--- src/rtl/oh_clkmon.sv ---
// oh_clkmon: clock activity monitor for the far end of a clock buffer tree.
//
// The monitored clock (mon_clk) is sampled as asynchronous data in the
// reference domain (clk). Its rising edges are counted over a programmable
// window. Each completed window is classified as ok, slow or fast. Slow and
// fast results set sticky error flags, and those flags raise an interrupt.
//
// Optional feature (macro OH_CLKMON_STUCK_EN): stuck-level detection. When the
// synchronized mon_clk holds one level for 2^WINDOW_W-1 cycles while enabled,
// clk_stuck is set. Without the macro, clk_stuck is tied to 0.
//
// Parameters:
//   WINDOW_W    width of the window length counter
//   CNT_W       width of the edge counter and the thresholds
//   SYNC_STAGES synchronizer depth on mon_clk (2..4)
//
// Ports:
//   clk, nreset          reference clock, asynchronous active-low reset
//   en                   monitor enable
//   mon_clk              monitored clock (asynchronous, must be < clk/2)
//   win_len              window length in clk cycles (0 behaves as 1)
//   min_edges/max_edges  accepted edge-count range per window
//   clear                clears the sticky flags and irq
//   edge_count, valid    count of the last window, one-cycle update pulse
//   clk_ok               last window was inside [min_edges, max_edges]
//   slow_err, fast_err   sticky range violations
//   clk_stuck            sticky stuck-level detect
//   irq                  registered OR of the sticky flags
module oh_clkmon #(
   parameter int WINDOW_W    = 8,
   parameter int CNT_W       = 8,
   parameter int SYNC_STAGES = 2
) (
   input  logic                clk,
   input  logic                nreset,
   input  logic                en,
   input  logic                mon_clk,
   input  logic [WINDOW_W-1:0] win_len,
   input  logic [CNT_W-1:0]    min_edges,
   input  logic [CNT_W-1:0]    max_edges,
   input  logic                clear,
   output logic [CNT_W-1:0]    edge_count,
   output logic                valid,
   output logic                clk_ok,
   output logic                slow_err,
   output logic                fast_err,
   output logic                clk_stuck,
   output logic                irq
);

   typedef enum logic [1:0] {IDLE = 2'd0, MEASURE = 2'd1, REPORT = 2'd2} state_t;

   state_t                state;
   state_t                state_nxt;
   logic [SYNC_STAGES-1:0] sync;
   logic                  sync_out;
   logic                  sync_prev;
   logic                  rise;
   logic [WINDOW_W-1:0]   win_cnt;
   logic [WINDOW_W-1:0]   win_cnt_nxt;
   logic [WINDOW_W-1:0]   win_load;
   logic [CNT_W-1:0]      edge_cnt;
   logic [CNT_W-1:0]      edge_cnt_nxt;
   logic [CNT_W-1:0]      edge_inc;
   logic [CNT_W-1:0]      min_lat;
   logic [CNT_W-1:0]      max_lat;
   logic                  load_cfg;
   logic                  report;
   logic                  is_slow;
   logic                  is_fast;

   assign sync_out = sync[SYNC_STAGES-1];
   assign rise     = sync_out & ~sync_prev;
   // A zero window length behaves as a one-cycle window.
   assign win_load = (win_len == {WINDOW_W{1'b0}}) ? {{(WINDOW_W-1){1'b0}}, 1'b1} : win_len;
   // The edge counter saturates instead of wrapping.
   assign edge_inc = (edge_cnt == {CNT_W{1'b1}}) ? edge_cnt : edge_cnt + {{(CNT_W-1){1'b0}}, 1'b1};
   // The slow check wins when min_edges > max_edges.
   assign is_slow  = (edge_cnt < min_lat);
   assign is_fast  = ~is_slow & (edge_cnt > max_lat);

   // Synchronizer chain and the previous-sample flop for edge detection.
   always_ff @(posedge clk or negedge nreset) begin
      if (!nreset) begin
         sync      <= {SYNC_STAGES{1'b0}};
         sync_prev <= 1'b0;
      end else begin
         sync      <= {sync[SYNC_STAGES-2:0], mon_clk};
         sync_prev <= sync_out;
      end
   end

   // State, window and edge counters, and the configuration latched per window.
   always_ff @(posedge clk or negedge nreset) begin
      if (!nreset) begin
         state    <= IDLE;
         win_cnt  <= {WINDOW_W{1'b0}};
         edge_cnt <= {CNT_W{1'b0}};
         min_lat  <= {CNT_W{1'b0}};
         max_lat  <= {CNT_W{1'b0}};
      end else begin
         state    <= state_nxt;
         win_cnt  <= win_cnt_nxt;
         edge_cnt <= edge_cnt_nxt;
         if (load_cfg) begin
            min_lat <= min_edges;
            max_lat <= max_edges;
         end
      end
   end

   // Next-state logic. MEASURE runs max(win_len,1) cycles. REPORT lasts one
   // cycle, in which rises are ignored, and then starts the next window.
   always_comb begin
      state_nxt    = state;
      win_cnt_nxt  = win_cnt;
      edge_cnt_nxt = edge_cnt;
      load_cfg     = 1'b0;
      report       = 1'b0;
      case (state)
         IDLE: begin
            win_cnt_nxt  = {WINDOW_W{1'b0}};
            edge_cnt_nxt = {CNT_W{1'b0}};
            if (en) begin
               state_nxt   = MEASURE;
               load_cfg    = 1'b1;
               win_cnt_nxt = win_load;
            end else begin
               state_nxt = IDLE;
            end
         end
         MEASURE: begin
            if (!en) begin
               state_nxt    = IDLE;
               win_cnt_nxt  = {WINDOW_W{1'b0}};
               edge_cnt_nxt = {CNT_W{1'b0}};
            end else begin
               if (rise) begin
                  edge_cnt_nxt = edge_inc;
               end else begin
                  edge_cnt_nxt = edge_cnt;
               end
               if (win_cnt <= {{(WINDOW_W-1){1'b0}}, 1'b1}) begin
                  state_nxt   = REPORT;
                  win_cnt_nxt = {WINDOW_W{1'b0}};
               end else begin
                  state_nxt   = MEASURE;
                  win_cnt_nxt = win_cnt - {{(WINDOW_W-1){1'b0}}, 1'b1};
               end
            end
         end
         REPORT: begin
            edge_cnt_nxt = {CNT_W{1'b0}};
            if (!en) begin
               state_nxt   = IDLE;
               win_cnt_nxt = {WINDOW_W{1'b0}};
            end else begin
               state_nxt   = MEASURE;
               report      = 1'b1;
               load_cfg    = 1'b1;
               win_cnt_nxt = win_load;
            end
         end
         default: begin
            state_nxt    = IDLE;
            win_cnt_nxt  = {WINDOW_W{1'b0}};
            edge_cnt_nxt = {CNT_W{1'b0}};
         end
      endcase
   end

   // Reported result, sticky flags and the interrupt. A set event wins over clear.
   always_ff @(posedge clk or negedge nreset) begin
      if (!nreset) begin
         edge_count <= {CNT_W{1'b0}};
         valid      <= 1'b0;
         clk_ok     <= 1'b0;
         slow_err   <= 1'b0;
         fast_err   <= 1'b0;
         irq        <= 1'b0;
      end else begin
         valid    <= report;
         slow_err <= (report & is_slow) | (slow_err & ~clear);
         fast_err <= (report & is_fast) | (fast_err & ~clear);
         irq      <= (slow_err | fast_err | clk_stuck) & ~clear;
         if (report) begin
            edge_count <= edge_cnt;
            clk_ok     <= ~is_slow & ~is_fast;
         end
      end
   end

`ifdef OH_CLKMON_STUCK_EN
   logic [WINDOW_W-1:0] stuck_cnt;

   // Count cycles without a level change on the synchronized clock.
   always_ff @(posedge clk or negedge nreset) begin
      if (!nreset) begin
         stuck_cnt <= {WINDOW_W{1'b0}};
      end else if ((state == IDLE) || (sync_out != sync_prev)) begin
         stuck_cnt <= {WINDOW_W{1'b0}};
      end else if (en && (stuck_cnt != {WINDOW_W{1'b1}})) begin
         stuck_cnt <= stuck_cnt + {{(WINDOW_W-1){1'b0}}, 1'b1};
      end
   end

   // Sticky stuck flag. A set event wins over clear.
   always_ff @(posedge clk or negedge nreset) begin
      if (!nreset) begin
         clk_stuck <= 1'b0;
      end else begin
         clk_stuck <= (stuck_cnt == {WINDOW_W{1'b1}}) | (clk_stuck & ~clear);
      end
   end
`else
   assign clk_stuck = 1'b0;
`endif

endmodule

--- config.mk ---
export PLATFORM = sky130hd
export DESIGN_NAME = oh_clkmon
export DESIGN_NICKNAME = d
export VERILOG_FILES = /design/src/rtl/oh_clkmon.sv
export SDC_FILE = /design/constraint.sdc
export NUM_CORES = 1
export LEC_CHECK = 0
export BUFFER_PORTS_ARGS = -buffer_cell sky130_fd_sc_hd__buf_2
export CAP_MARGIN = 20
export CORE_UTILIZATION = 41
export DETAILED_ROUTE_END_ITERATION = 7
export SYNTH_ARGS = -nofsm -noshare
export SYNTH_HDL_FRONTEND = slang
export SYNTH_SLANG_ARGS = --single-unit
--- constraint.sdc ---
create_clock -name clk -period 3.45 [get_ports clk]
set_input_delay 0.69 -clock clk [delete_from_list [all_inputs] [get_ports clk]]
set_output_delay 0.69 -clock clk [all_outputs]
set_load 0.03 [all_outputs]
==> results.py, run 1 <==
metrics = {
    "route": {
        "drc_errors": 0,
        "drt_iter0_drc": 99,
        "ant_nets": 0,
        "wl_microns": 4740,
        "first_pass_iters": 4,
        "wire_per_inst_microns": 13.4,
        "vias_per_cell": 5.12,
        "num_vias": 1809,
    },
    "global_routing": {
        "grt_pass1_vias": 1697,
        "grt_usage": 0.168,
        "grt_max_degree": 51,
        "grt_pass1_wl_microns": 8190,
        "antenna_found_initial": 0,
        "overflow": 0,
    },
    "setup_path": {
        "path_buf_inv": 0,
        "crit_type": "reg -> reg",
        "path_depth": 5,
        "crit_fanout": 9,
        "rr_worst_depth": 5,
        "end_kind": "flip-flop",
        "cpLargestDelayFamily": "compound AO/OA/AOI/OAI gates",
        "cp.required_ps": 3650,
        "r2r-end": "clk_ok$_DFFE_PN0P_",
        "crit_path_cell_trace": "ha_1, a211oi_1, o21ai_0, a221o_1, o221a_2",
        "max_stage_delay_ps": 500,
        "slowest_stage": "dfrtp_1",
        "startpoint_type": "flip-flop",
        "r2r_slack_ps": 1470,
        "arrival_ps": 2190,
        "timing.rr.start": "edge_cnt[2]$_DFFE_PN0P_",
    },
    "floorplanning": {
        "die_w_microns": 79.6,
        "ios": 43,
        "initial_core_util": 0.437,
        "die-area_sq_mm": 0.00633,
        "core_area_sq_mm": 0.00564,
        "rows": 27,
        "die_h_microns": 79.6,
    },
    "yosys": {
        "syn_area_per_cell_sq_um": 10.4,
        "seq_area_frac_synth": 0.507,
        "synth.cell_area_sq_mm": 0.00247,
        "ys.flop_type": "dfrtp_1",
        "synthTopCellsByArea": "dfrtp_1 51%, ha_1 9.1%, o21ai_0 5.5%, mux2_2 4.1%, nand2_1 4.1%",
        "yosys_register_bits": 50,
        "synth.distinct_cells": 44,
        "yosys.area.top_type": "dfrtp_1",
        "synthMostInstantiatedCell": "dfrtp_1",
        "synthCells": 237,
        "synth_edf_count": 0,
        "async_flop_share": 1.00,
        "yosys_warnings": 0,
        "synth_common_cells": "50 x dfrtp_1, 27 x nand2_1, 27 x o21ai_0, 22 x inv_1, 18 x ha_1",
        "syn_nets": 284,
        "synth_top_area_share": 0.507,
    },
    "placed_design": {
        "dp_hpwl_microns": 3330,
        "preCtsSetupSlack_ps": 1440,
        "place.gp.congestion": 0.801,
        "io_buffers": 41,
        "dp_cells": 345,
    },
    "min_path": {
        "hold_class": "reg -> reg",
        "worstHoldStart": "sync[0]$_DFF_PN0_",
        "hold_path_depth": 0,
        "hold_path_end": "sync[1]$_DFF_PN0_",
    },
    "final_layout": {
        "final_nets": 327,
        "n_antenna_cell": 0,
        "instances_no_fill": 353,
        "fillerInstances": 528,
        "drive_gt1_frac": 0.231,
        "syn2layout_area_growth_pct": 16.1,
    },
    "pwr": {
        "p_total_uw": 1880,
        "power.switching_uw": 642,
        "swShare": 0.342,
        "ir_worst_vdd_mv": 0.361,
        "p_seq_frac": 0.441,
        "p_per_area_mw_per_mm2": 657,
        "p_int_uw": 1240,
        "comb_power_share": 0.337,
        "leakagePower_uw": 0.00142,
        "power_frac_clock": 0.221,
    },
    "sta": {
        "final.period_utilization": 0.575,
        "setup-tns-final_ps": 0,
        "period_minus_slack_ps": 1980,
        "setup_violations": 0,
        "worst_pin_slew_ps": 646,
        "layout_setup_ws_ps": 1470,
        "report.final.slew_viol_count": 0,
        "max_slew_margin": 0.569,
        "hold_viol": 0,
        "fmax_mhz": 504,
        "skew_ps": 7.33,
        "rsz0062_at_grt": "no",
    },
    "job": {
        "drv_cap": 0,
    },
    "clock_tree": {
        "clk_pin_slew_ps": 100,
        "cts_hold_buf": 0,
        "cts.sinks": 50,
        "cts_max_path_buffers": 2,
        "clock_latency_ps": 300,
        "cts_setup_buffers": 0,
        "numCtsBuffers": 5,
        "cts_tree": "yes",
        "cts_root_buf": "clkbuf_8",
        "postCtsResizedCells": 0,
        "htreeDepth": 2,
    },
    "status": {
        "outcome": "completed",
    },
}
cell usage in the layout (no fill, tap or decap), types with 2 or more instances in the layout:
| master | instances |
|---|---|
| nand4_1 | 4 |
| nor2_1 | 17 |
| inv_1 | 22 |
| nand2b_1 | 3 |
| a21o_1 | 2 |
| and4_1 | 2 |
| nand2_1 | 27 |
| clkbuf_8 | 5 |
| dfrtp_1 | 50 |
| ha_1 | 18 |
| buf_2 | 41 |
| xnor2_1 | 10 |
| or4_4 | 2 |
| nor2b_1 | 2 |
| and2_1 | 2 |
| o21ai_0 | 27 |
| clkinvlp_4 | 2 |
| buf_4 | 2 |
| a211oi_1 | 2 |
| mux2_2 | 9 |
| xor2_1 | 3 |
| a311oi_1 | 3 |
| nor4_1 | 2 |
per-stage QoR:
stage          hold WS (ps)  instance area [sq um]  utilization
2_1_floorplan           331                   2470            -
3_3_place_gp            333                   2750        0.487
3_5_place_dp            335                   2750        0.487
4_1_cts                 357                   2860        0.507
5_1_grt                 363                   2860        0.507
6_report                355                   2860        0.507
worst max-delay path by stage:
| stage | to | from |
|---|---|---|
| floorplan | clk_ok$_DFFE_PN0P_ | edge_cnt[2]$_DFFE_PN0P_ |
| CTS | clk_ok$_DFFE_PN0P_ | edge_cnt[2]$_DFFE_PN0P_ |
| detailed placement | fast_err$_DFF_PN0_ | en |
| finish | clk_ok$_DFFE_PN0P_ | edge_cnt[2]$_DFFE_PN0P_ |
| global placement | clk_ok$_DFFE_PN0P_ | en |
| global route | clk_ok$_DFFE_PN0P_ | edge_cnt[6]$_DFFE_PN0P_ |
metal layers:
layer  wire length, microns  share of wire  global-route usage
met1                   2480           0.52               0.244
met2                   2020           0.43               0.252
met3                    192          0.041              0.0274
met4                     40         0.0084              0.0545
met5                      0              0                   0
state kept, by name, indices dropped and copies added (netlist names):
signal / flops
slow_err: 1
sync: 2
valid: 1
irq: 1
win_cnt: 8
max_lat: 8
fast_err: 1
state: 2
edge_cnt: 8
min_lat: 8
sync_prev: 1
edge_count: 8
clk_ok: 1
power by group through the flow:
stage,Clock [uW],Sequential [uW],Combinational [uW]
floorplan,0,841,470
global placement,0,838,629
detailed placement,0,842,637
CTS,429,830,645
global route,448,851,748
finish,416,830,634
cell type report:
class	instances	area, sq um	area share
Clock inverter	3	45.0	0.0157
Timing Repair Buffer	43	220	0.0769
Clock buffer	5	68.8	0.0240
Multi-Input combinational cell	158	1100	0.386
Tap cell	72	90.1	0.0315
Inverter	22	82.6	0.0288
Sequential cell	50	1250	0.437
logic make-up after synthesis:
group,Yosys count,synth area share
buf+inv,29,0.0457
xor+xnor,13,0.0462
simple gates,72,0.152
mux,10,0.0452
flops,50,0.507
fa+ha+maj,18,0.0913
other cells,1,0.00152
compound gates,44,0.111
Note: power is estimated with default switching activity, not from simulation.
==> run 2, diff against run 1 <==
- ABC_AREA: default -> 1
- clock period: 3.45 -> 2.07 ns (I/O delays scaled with it)
==> results.py, run 2 <==
metrics = {
    "setup_path": {
        "crit_path_cell_trace": "ha_1, nand2_1, nor2_1, nand2_2, nand2_4, nand2_2, nand2_1, nand2_1, nand2_1, inv_1",
        "cp.required_ps": 2270,
        "crit_fanout": 8,
        "startpoint_type": "flip-flop",
        "slowest_stage": "dfrtp_1",
        "max_stage_delay_ps": 420,
        "timing.rr.start": "edge_cnt[1]$_DFFE_PN0P_",
        "arrival_ps": 1680,
        "cp_common_cell": "nand2_1",
        "critPathLaunch": "edge_cnt[1]$_DFFE_PN0P_",
        "end_kind": "flip-flop",
        "crit_type": "reg -> reg",
    },
    "floorplanning": {
        "initial_core_util": 0.431,
        "die_h_microns": 81.6,
        "rows": 28,
        "die-area_sq_mm": 0.00666,
        "core_area_sq_mm": 0.00603,
        "ios": 43,
        "die_w_microns": 81.6,
    },
    "route": {
        "vias_per_cell": 4.79,
        "first_pass_iters": 5,
        "wl_microns": 4880,
        "drt_iter0_drc": 105,
        "drc_errors": 0,
        "wire_per_inst_microns": 11.6,
        "ant_nets": 0,
        "num_vias": 2017,
    },
    "clock_tree": {
        "cts_setup_buffers": 0,
        "postCtsResizedCells": 0,
        "cts_root_buf": "clkbuf_8",
        "cts_tree": "yes",
        "htreeDepth": 2,
        "numCtsBuffers": 5,
        "cts_max_path_buffers": 2,
        "cts.sinks": 50,
        "clk_pin_slew_ps": 90,
        "clock_latency_ps": 290,
        "cts_hold_buf": 0,
    },
    "sta": {
        "rsz0062_at_grt": "no",
        "fmax_mhz": 673,
        "max_slew_margin": 0.624,
        "worst_pin_slew_ps": 564,
        "setup_violations": 0,
        "setup-tns-final_ps": 0,
        "report.final.slew_viol_count": 0,
        "hold_viol": 0,
        "period_minus_slack_ps": 1490,
        "worst_hold_slack_ps": 102,
        "skew_ps": 5.65,
        "final.period_utilization": 0.717,
    },
    "yosys": {
        "yosys_register_bits": 50,
        "synth_edf_count": 0,
        "synth_top_area_share": 0.482,
        "syn_area_per_cell_sq_um": 8.66,
        "seq_area_frac_synth": 0.482,
        "synthCells": 300,
        "yosys.area.top_type": "dfrtp_1",
        "synth.cell_area_sq_mm": 0.00260,
        "syn_nets": 347,
        "synthTopCellsByArea": "dfrtp_1 48%, nand2_1 11%, ha_1 8.7%, inv_1 6.5%, o21ai_0 3.7%",
        "yosys_warnings": 0,
        "async_flop_share": 1.00,
        "synth_common_cells": "76 x nand2_1, 50 x dfrtp_1, 45 x inv_1, 19 x o21ai_0, 18 x ha_1",
        "ys.flop_type": "dfrtp_1",
        "synthMostInstantiatedCell": "nand2_1",
        "synth.distinct_cells": 35,
    },
    "final_layout": {
        "n_antenna_cell": 0,
        "mostFrequentLayoutCells": "76 x nand2_1, 50 x dfrtp_1, 45 x inv_1, 41 x buf_2, 19 x o21ai_0",
        "drive_gt1_frac": 0.223,
        "final_nets": 392,
        "syn2layout_area_growth_pct": 14.9,
        "final_common_cell": "nand2_1",
        "fin_util": 0.495,
    },
    "pwr": {
        "power_frac_clock": 0.164,
        "p_int_uw": 2100,
        "comb_power_share": 0.418,
        "leakagePower_uw": 0.00162,
        "p_seq_frac": 0.418,
        "swShare": 0.397,
        "p_total_uw": 3480,
        "power.switching_uw": 1380,
        "ir_worst_vdd_mv": 0.491,
        "p_per_area_mw_per_mm2": 1160,
    },
    "status": {
        "outcome": "completed",
    },
    "global_routing": {
        "grt.met1_usage": 0.214,
        "globalRouteMet2Util": 0.288,
        "grt_use_met3": 0.0278,
        "overflow": 0,
        "antenna_found_initial": 0,
        "grt.busiest_layer": "met2",
        "grt_usage": 0.171,
        "grt_pass1_vias": 1956,
        "grt_pass1_wl_microns": 8660,
        "grt_max_degree": 30,
    },
    "placed_design": {
        "io_buffers": 41,
        "dp_hpwl_microns": 3770,
        "place.gp.congestion": 0.816,
    },
    "min_path": {
        "hold_class": "in -> async",
    },
    "job": {
        "drv_cap": 0,
    },
}
-- run 2: cell count changes in the layout (fill, tap and decap cells not counted), sizes merged, moves of 4 or more --
cell    change
xnor2       -8
a21oi       +9
nand3       +7
nor3        +4
mux2        -9
inv        +30
nand2b      -4
o22ai       +5
nand2      +53
-- run 2: cell type report --
class / instances / area (sq um)
clock inverter: 1 / 5.00
inverter: 52 / 200
multi-input combinational: 193 / 1110
fill: 605 / 3040
clock buffer: 7 / 86.3
timing repair buffer: 43 / 233
sequential: 50 / 1250
tap: 75 / 93.8
-- run 2: path summary, 6_finish.rpt --
path	depth (start not counted)	end	slack [ps]
hold reg to reg	0	sync[1]$_DFF_PN0_	360
setup / recovery	10	edge_cnt[6]$_DFFE_PN0P_	580
hold / removal	1	edge_count[6]$_DFFE_PN0P_	100
setup reg to reg	10	edge_cnt[6]$_DFFE_PN0P_	580
max in group asynchronous	2	state[1]$_DFF_PN0_	1420
min in group clk	1	sync[0]$_DFF_PN0_	220
-- run 2: power by group through the flow --
stage | combinational [uW] | clock [uW] | sequential (uW)
finish | 1450 | 571 | 1450
global route | 1700 | 644 | 1500
detailed placement | 1470 | 0 | 1480
CTS | 1480 | 602 | 1460
floorplan | 952 | 0 | 1620
global placement | 1440 | 0 | 1470
-- run 2: routing by layer --
layer,vias to the layer above,routed length [microns]
met1,920,2260
li1,1041,-
met4,0,88
met5,-,0
met3,10,211
met2,46,2320
-- run 2: stage by stage --
| step | area (sq um) | setup WS, ps | std cells |
|---|---|---|---|
| finish | 2980 | 585 | 421 |
| global route | 2980 | 359 | 421 |
| CTS | 2980 | 576 | 421 |
| detailed placement | 2890 | 589 | 413 |
| global placement | 2890 | 624 | 413 |
| floorplan | 2600 | 747 | 300 |
-- run 2: critical path, delay by kind of cell, from the launching register on --
family	cells	cell delay (ps)
and+or+nand+nor	8	740
adders and majority gates	1	190
DFF	1	420
buffers and inverters	1	30
-- run 2: logic make-up after synthesis --
kind of cell    count (synthesis)  synth area share
simple gates                  119             0.206
buf+inv                        57            0.0891
compound gates                 51             0.122
flops                          50             0.482
fa+ha+maj                      18            0.0867
xor+xnor                        4            0.0135
other cells                     1           0.00144
